==> src/rtl/fxp_conv_pipe_pkg.sv <==
// fxp_conv_pipe_pkg: fixed-point format descriptor, rounding modes
// and range helpers shared by the format converter.
package fxp_conv_pipe_pkg;

  typedef struct packed {
    logic       sign;
    logic [7:0] prec;
    logic [7:0] frac;
  } dconf_t;

  localparam dconf_t DEF_DCONF_FXP =
    '{sign: 1'b1, prec: 8'd16, frac: 8'd8};
  localparam dconf_t DEF_DCONFL_FXP =
    '{sign: 1'b1, prec: 8'd8, frac: 8'd4};

  typedef enum logic [1:0] {
    RND_TRUNC,
    RND_HALF_UP,
    RND_HALF_EVEN
  } rnd_mode_t;

  function automatic logic signed [63:0] fxp_max(input dconf_t c);
    if (c.sign)
      return (64'sd1 <<< (c.prec - 8'd1)) - 64'sd1;
    return (64'sd1 <<< c.prec) - 64'sd1;
  endfunction

  function automatic logic signed [63:0] fxp_min(input dconf_t c);
    if (c.sign)
      return -(64'sd1 <<< (c.prec - 8'd1));
    return 64'sd0;
  endfunction

  // Aligned width: room for the larger integer part, the output
  // fraction, a rounding carry and a sign bit.
  function automatic int fxp_iw(input dconf_t i, input dconf_t o);
    int ii;
    int oi;
    ii = int'(i.prec) - int'(i.frac);
    oi = int'(o.prec) - int'(o.frac);
    return (ii > oi ? ii : oi) + int'(o.frac) + 2;
  endfunction

endpackage

==> src/rtl/fxp_conv_lane.sv <==
// fxp_conv_lane: one lane of the converter, purely combinational.
// in_data -> al_data (align/round); s1_data -> out_data/out_sat (range).
module fxp_conv_lane
  import fxp_conv_pipe_pkg::*;
#(
  parameter dconf_t    I_CONF = DEF_DCONF_FXP,
  parameter dconf_t    O_CONF = DEF_DCONFL_FXP,
  parameter rnd_mode_t RND    = RND_HALF_UP,
  parameter bit        SAT_EN = 1'b1,
  localparam int IP = int'(I_CONF.prec),
  localparam int OP = int'(O_CONF.prec),
  localparam int IW = fxp_iw(I_CONF, O_CONF)
) (
  input  logic [IP-1:0] in_data,
  output logic [IW-1:0] al_data,
  input  logic [IW-1:0] s1_data,
  output logic [OP-1:0] out_data,
  output logic          out_sat
);

  localparam int D  = int'(I_CONF.frac) - int'(O_CONF.frac);
  localparam int XW = IP + IW + 2;
  localparam int LS = D < 0 ? -D : 0;
  localparam int RS = D > 0 ? D : 0;
  localparam int HS = D > 0 ? D - 1 : 0;

  typedef logic signed [XW-1:0] xw_t;

  function automatic logic [IW-1:0] align_rnd(
    input logic [IP-1:0] x
  );
    xw_t  v;
    xw_t  q;
    xw_t  rem;
    xw_t  half;
    xw_t  r;
    logic inc;
    v    = I_CONF.sign ? xw_t'($signed(x)) : xw_t'(x);
    q    = v >>> RS;
    rem  = v & ((xw_t'(1) <<< RS) - xw_t'(1));
    half = xw_t'(1) <<< HS;
    inc  = 1'b0;
    unique case (1'b1)
      (RND == RND_HALF_UP):   inc = rem >= half;
      (RND == RND_HALF_EVEN): inc = (rem > half) ||
                                    (rem == half && q[0]);
      default:                inc = 1'b0;
    endcase
    if (D <= 0)
      r = v <<< LS;
    else
      r = q + xw_t'({{(XW-1){1'b0}}, inc});
    return IW'(r);
  endfunction

  function automatic logic [OP:0] range_chk(
    input logic [IW-1:0] v
  );
    logic signed [63:0] w;
    logic signed [63:0] mx;
    logic signed [63:0] mn;
    logic               hi;
    logic               lo;
    logic [OP-1:0]      d;
    w  = 64'($signed(v));
    mx = fxp_max(O_CONF);
    mn = fxp_min(O_CONF);
    hi = w > mx;
    lo = w < mn;
    d  = v[OP-1:0];
    if (SAT_EN && hi) d = OP'(mx);
    if (SAT_EN && lo) d = OP'(mn);
    return {hi | lo, d};
  endfunction

  logic [OP:0] rc;

  assign al_data  = align_rnd(in_data);
  assign rc       = range_chk(s1_data);
  assign out_sat  = rc[OP];
  assign out_data = rc[OP-1:0];

endmodule

==> src/rtl/fxp_conv_pipe.sv <==
// fxp_conv_pipe: LANES-wide fixed-point converter, S1 align/round,
// S2 range check; valid/ready in/out, sticky sat_cnt with clr_cnt.
module fxp_conv_pipe
  import fxp_conv_pipe_pkg::*;
#(
  parameter dconf_t    I_CONF = DEF_DCONF_FXP,
  parameter dconf_t    O_CONF = DEF_DCONFL_FXP,
  parameter int        LANES  = 4,
  parameter rnd_mode_t RND    = RND_HALF_UP,
  parameter bit        SAT_EN = 1'b1,
  parameter int        CNT_W  = 16,
  localparam int IP = int'(I_CONF.prec),
  localparam int OP = int'(O_CONF.prec)
) (
  input  logic                clk,
  input  logic                reset_,
  input  logic                in_valid,
  output logic                in_ready,
  input  logic [LANES*IP-1:0] in_data,
  output logic                out_valid,
  input  logic                out_ready,
  output logic [LANES*OP-1:0] out_data,
  output logic [LANES-1:0]    out_sat,
  input  logic                clr_cnt,
  output logic [CNT_W-1:0]    sat_cnt
);

  localparam int IW = fxp_iw(I_CONF, O_CONF);

  logic                s1_v;
  logic [LANES*IW-1:0] s1_d;
  logic [LANES*IW-1:0] al;
  logic [LANES*OP-1:0] rc;
  logic [LANES-1:0]    sc;
  logic                s2_go;
  logic                s1_go;

  for (genvar k = 0; k < LANES; k++) begin : g_lane
    fxp_conv_lane #(
      .I_CONF (I_CONF),
      .O_CONF (O_CONF),
      .RND    (RND),
      .SAT_EN (SAT_EN)
    ) u_lane (
      .in_data  (in_data[k*IP +: IP]),
      .al_data  (al[k*IW +: IW]),
      .s1_data  (s1_d[k*IW +: IW]),
      .out_data (rc[k*OP +: OP]),
      .out_sat  (sc[k])
    );
  end

  assign s2_go    = !out_valid || out_ready;
  assign s1_go    = !s1_v || s2_go;
  assign in_ready = s1_go;

  always_ff @(posedge clk or negedge reset_) begin
    if (!reset_) begin
      s1_v      <= 1'b0;
      s1_d      <= '0;
      out_valid <= 1'b0;
      out_data  <= '0;
      out_sat   <= '0;
    end else begin
      if (s1_go) begin
        s1_v <= in_valid;
        if (in_valid) s1_d <= al;
      end
      if (s2_go) begin
        out_valid <= s1_v;
        if (s1_v) begin
          out_data <= rc;
          out_sat  <= sc;
        end
      end
    end
  end

  always_ff @(posedge clk or negedge reset_) begin
    if (!reset_)
      sat_cnt <= '0;
    else if (clr_cnt)
      sat_cnt <= '0;
    else if (out_valid && out_ready && |out_sat &&
             sat_cnt != '1)
      sat_cnt <= sat_cnt + 1'b1;
  end

endmodule

==> config.mk <==
export PLATFORM = sky130hd
export DESIGN_NAME = fxp_conv_pipe
export DESIGN_NICKNAME = d
export VERILOG_FILES = /design/src/rtl/fxp_conv_pipe_pkg.sv /design/src/rtl/fxp_conv_lane.sv /design/src/rtl/fxp_conv_pipe.sv
export SDC_FILE = /design/constraint.sdc
export NUM_CORES = 1
export LEC_CHECK = 0
export ABC_AREA = 1
export BUFFER_PORTS_ARGS = -buffer_cell sky130_fd_sc_hd__clkbuf_2
export CAP_MARGIN = 5
export CORE_MARGIN = 1
export CORE_UTILIZATION = 45
export DETAILED_ROUTE_END_ITERATION = 7
export PLACE_DENSITY = 0.67
export SLEW_MARGIN = 20
export SYNTH_ARGS = -nofsm -noshare
export SYNTH_HDL_FRONTEND = slang
export SYNTH_HIERARCHICAL = 1
export SYNTH_SLANG_ARGS = --single-unit
export TNS_END_PERCENT = 30
==> constraint.sdc <==
create_clock -name clk -period 2 [get_ports clk]
set_input_delay 0.1 -clock clk [delete_from_list [all_inputs] [get_ports clk]]
set_output_delay 0.1 -clock clk [all_outputs]
set_load 0.01 [all_outputs]
Yosys cells after proc, flatten, opt, wreduce, memory -nomap -nowiden
Cells that the tools add are included.
{ "classes": {"magnitude_cmp": 12, "eq_ne": 1, "n_bitwise": 4, "add_sub_neg": 5, "mux": 10, "n_reduce_logical": 11} }
{ "ops": {"columns": ["cell", "n"], "rows": [
  ["2-to-1 mux 8 bit", 8],
  ["adder 12 x 2 -> 13 bit", 4],
  ["greater-than comparator 14 x 8 -> 1 bit, second input constant", 3],
  ["< comparator 14 x 8 -> 1 bit, second input constant", 3],
  ["2-to-1 mux 16 bit", 2],
  ["adder 16 x 1 -> 16 bit, second input constant", 1],
  ["greater-or-equal comparator 4 bit, second input constant", 4],
  ["inequality test 16 bit, second input constant", 1],
  ["greater-than comparator 13 x 8 -> 1 bit, second input constant", 1],
  ["< comparator 13 x 8 -> 1 bit, second input constant", 1],
  ["bitwise OR 1 bit", 4],
  ["AND reduction 2 bit", 2],
  ["OR reduction 4 bit", 1],
  ["logical AND 1 bit", 3],
  ["zero test 1 bit", 2],
  ["logical OR 1 bit", 2],
  ["nonzero test 2 bit", 1]
]} }
{ "totals": {"output_inout_bits": 54, "reg_bits": 109, "elab_cells": 49} }

Logic depth before layout (Yosys ltp)
{ "depth": {"ltp_word": 5, "depth_mapped": 10, "ltp_nobuf": 9} }

Cells and area by module
Netlist, hierarchy kept.
{ "modules_own_cells": {"columns": ["module", "n_inst", "seq_area_each_um2", "area_each_um2", "cells_each"], "rows": [
  ["fxp_conv_pipe", 1, 2752.6, 4538.1, 360],
  ["fxp_conv_lane", 4, 0.0, 407.9, 80]
]} }

Least setup slack after synthesis
No wires, ideal clock.
{ "synth_timing": {"path_kind": "reg2reg", "from": "register sat_cnt[0]", "to": "register sat_cnt[13]", "required_time_ns": 1.935, "period_less_slack_ns": 1.571, "setup_slack_ns": 0.429, "n_path_buf": 1, "path_stages_with_launch": 11, "arrival_time_ns": 1.506, "cell_sequence": "dfrtp_1 ha_1 nand2_1 nor2_2 nand2_2 nor2_4 nor2_4 nor2_8 buf_6 nand2_1 nand2_1"} }
{ "synth_via": {"elab_chain_len": 3, "elab_cells_between_ends": 6, "cone_classes": "1 x add/sub; 1 x eq/ne; 2 x mux; 2 x reduce/logical"} }
{ "synth_lines": {"columns": ["element", "line_no", "rtl"], "rows": [
  ["from (decl)", "fxp_conv_pipe.sv:25", "output logic [CNT_W-1:0] sat_cnt"],
  ["from (signal assigned)", "fxp_conv_pipe.sv:86", "sat_cnt <= sat_cnt + 1'b1;"],
  ["adder 16 x 1 -> 16 bit / inequality test 16 bit (equally long branches)", "fxp_conv_pipe.sv:86, fxp_conv_pipe.sv:85", null],
  ["2-to-1 mux 16 bit / logical AND 1 bit (equally long branches)", "fxp_conv_pipe.sv:84", "else if (out_valid && out_ready && |out_sat &&"],
  ["2-to-1 mux 16 bit / nonzero test 2 bit (equally long branches)", null, null]
]} }
Parallel ways exist; a longest one is shown, timed or not. The select of a mux whose other input is x is not followed.
A chain may end at the register's enable or synchronous reset.

Final worst setup path
{ "layout_timing": {"from": "register sat_cnt[0]", "to": "register sat_cnt[14]"} }
Same word-level chain as after synthesis.

==> results_dict.tcl <==
set metrics [dict create \
    hold_depth 4 \
    post_cts_resized 0 \
    arrival_ns 2.01 \
    synth.net_count 758 \
    path_depth 9 \
    synth_top_family_by_area "simple AND/OR/NAND/NOR gates" \
    io_buffers 110 \
    status "finished clean" \
    cts_tree "yes" \
    worstHoldStart "out_ready" \
    hold_violations 0 \
    yosys_warnings 6 \
    p_leak_nw 3.50 \
    syn-cell-area_um2 6170 \
    die-area_um2 14200 \
    numCtsBuffers 9 \
    clockRootBuffer "clkbuf_16" \
    fin_crit_ns 1.72 \
    layout_commonest_cell "nand2_1" \
    synthCells 680 \
    timing.final.crit_share_pct 86.0 \
    r2r_cells 9 \
    synth_xor_area_share_pct 2.70 \
    r2r_end "sat_cnt[14]" \
    path_buf_inv 0 \
    wirelength_um 13200 \
    synth_compound_area_share_pct 1.30 \
    grt_start_max_net_pins 58 \
    dp.cells 951 \
    crit_type "reg2reg" \
    drcViolationCount 0 \
    synth_top_area_share_pct 44.6 \
    fin_cells 968 \
    final_cell_mix "210 x nand2_1, 110 x dfrtp_1, 109 x clkbuf_2" \
    yosysUniqueCellTypes 27 \
    clkTransAtPathRegs_ns 0.07 \
    max_freq_mhz 581 \
    start_util_pct 46.4 \
    drtIter0Drc 430 \
    antenna_found_initial 0 \
    dr.pass1.iters 4 \
    synth_seq_cells 110 \
    netlist_top_cells_area "dfrtp_1 45%, mux2_2 15%, nand2_1 13%" \
    cp_common_cell "nand2_1" \
    cp_top_family "simple AND/OR/NAND/NOR gates" \
    synth.yosys.seq_area_share_pct 44.6 \
    tightest_slew_ns 0.610 \
    crit_slowest_cell "dfrtp_1" \
    io_pins 123 \
    worst-path-max-fanout 16 \
    power_density_nw_per_um2 887 \
    fin_setup_tns_ns 0 \
    end_kind "flop" \
    overflow 0 \
    rsz0062_at_grt "false" \
    preCtsSetupSlack_ns 0.267 \
    vdd_drop_max_mv 0.681 \
    viasPerCell 5.03 \
    holdBufCountCts 1 \
    htree_levels 3 \
    grtUsageTotal_pct 19.8 \
    dp_hpwl_um 9830 \
    fin_ws_ns 0.279 \
    synthAdderAreaFrac_pct 1.83 \
    hold_end "out_valid" \
    core.rowCount 42 \
    post_cts_buffers 0 \
    coreArea_um2 13300 \
    nNetsFinal 865 \
    antenna_cells 0 \
    synth_area_leader_cell "dfrtp_1" \
    antenna_left 0 \
    syn2layout_area_growth_pct 16.3 \
    r2r_start "sat_cnt[0]" \
    grt_pass1_vias 4788 \
    cts_buffer_depth 2 \
    worst_setup_path_start_kind "flop" \
    synthMuxAreaShare_pct 16.4 \
    clkLatencyLatePin_ns 0.35 \
    clock_skew_ns 0.00876 \
    crit_chain "ha_1 > nand2_1 > nor2_2 > nand2_2 > nor2_4 > nor2_4 > nor2_8 > nand2_1 > nand2_1" \
    avgSynthCellArea_um2 9.07 \
    grt_pass1_wl_um 22700 \
    slew_violations 0 \
    cap_violations 0 \
    vias 4865 \
    ff2ff_setup_slack_ns 0.28 \
    drive_gt1_share_pct 32.8 \
    drt-wirelength-per-cell_um 13.6 \
    cts.sink_count 110 \
    die_w_um 119 \
    relSlewSlack_pct 59.3 \
    critPathMaxStageDelay_ns 0.40 \
    globalplace.congestion 0.854 \
    min_path_type "in2reg" \
    die_y_um 119 \
    synth-simple-area-share_pct 28.2 \
    required_ns 2.29 \
    setup_violations 0 \
]
-- metal layers --
layer	GRT usage [%]	vias up	routed length, um	part of all wire, %
met5	0	-	0	0
met4	5.46	0	106	0.80
met3	4.41	8	631	4.8
met2	34.0	120	6660	50
met1	25.1	2330	5800	44
li1	-	2407	-	-
-- through the flow --
step	utilization [%]	cell area, um^2	hold WS (ns)	total power, W
floorplan	-	6170	-0.196	0.00406
global placement	51.9	6900	0.143	0.00469
detailed placement	51.9	6900	0.155	0.00476
CTS	54.0	7180	0.0439	0.00645
global route	54.0	7180	0.0771	0.00674
finish	54.0	7180	0.0546	0.00636
-- power breakdown --
part / switching, W / total (W) / internal [W]
Sequential: 0.000310 / 0.00303 / 0.00272
Clock: 0.000783 / 0.00166 / 0.000879
Combinational: 0.000865 / 0.00167 / 0.000804
Total: 0.00196 / 0.00636 / 0.00440
-- cell type report --
cell class | count | area [um^2]
fill | 1208 | 6120
multi-input combinational | 500 | 3120
sequential | 110 | 2750
timing repair buffer | 117 | 633
clock buffer | 13 | 250
tap | 176 | 220
inverter | 49 | 184
clock inverter | 3 | 20.0
-- logic make-up (layout without fill, tap and decap cells) --
kind of cell,after synthesis,in the layout
adders and majority gates,9,9
xor gates and xnor gates,19,19
and+or+nand+nor,371,371
buffers and inverters,70,182
DFF,110,110
AOI/OAI and AO/OA,11,11
muxes,90,90
-- how the worst max path moves through the flow --
stage                           from     endpoint  slack [ns]
after floorplan           sat_cnt[0]  sat_cnt[13]        0.43
after global placement    sat_cnt[0]   sat_cnt[2]        0.33
after detailed placement  sat_cnt[0]  sat_cnt[14]        0.27
after CTS                 sat_cnt[0]  sat_cnt[14]        0.26
after global routing      sat_cnt[0]  sat_cnt[11]        0.11
final                     sat_cnt[0]  sat_cnt[14]        0.28
-- worst reg2reg max path, delay by kind of cell (launching register included) --
kind / cells / cell delay (ns)
fa+ha+maj: 1 / 0.21
flops: 1 / 0.40
simple gates: 8 / 1.06
-- synthesized netlist by cell type --
cell type  instances
buf_4              7
o21bai_2           4
a21oi_1            4
buf_6              1
xor2_1            19
mux2_2            82
nand3_1           37
ha_1               9
nand2_2           13
buf_2              8
nor3_1             1
dfrtp_1          110
inv_1             45
o21ai_1            1
nor2_2             1
nor2_1            55
nand2_1          212
nand3_2            8
or2_2              1
mux2_1             8
clkbuf_1           5
inv_2              4
nand4_1           16
o21ai_0            2
nor2_8             1
nand3b_1          11
nor2_4            15
-- sequential cells by signal (all words and copies together) (netlist names) --
name / flops
s1_v: 1
s1_d: 56
out_sat: 4
sat_cnt: 16
out_data: 32
out_valid: 1
Note: power is estimated with default switching activity, not from simulation.
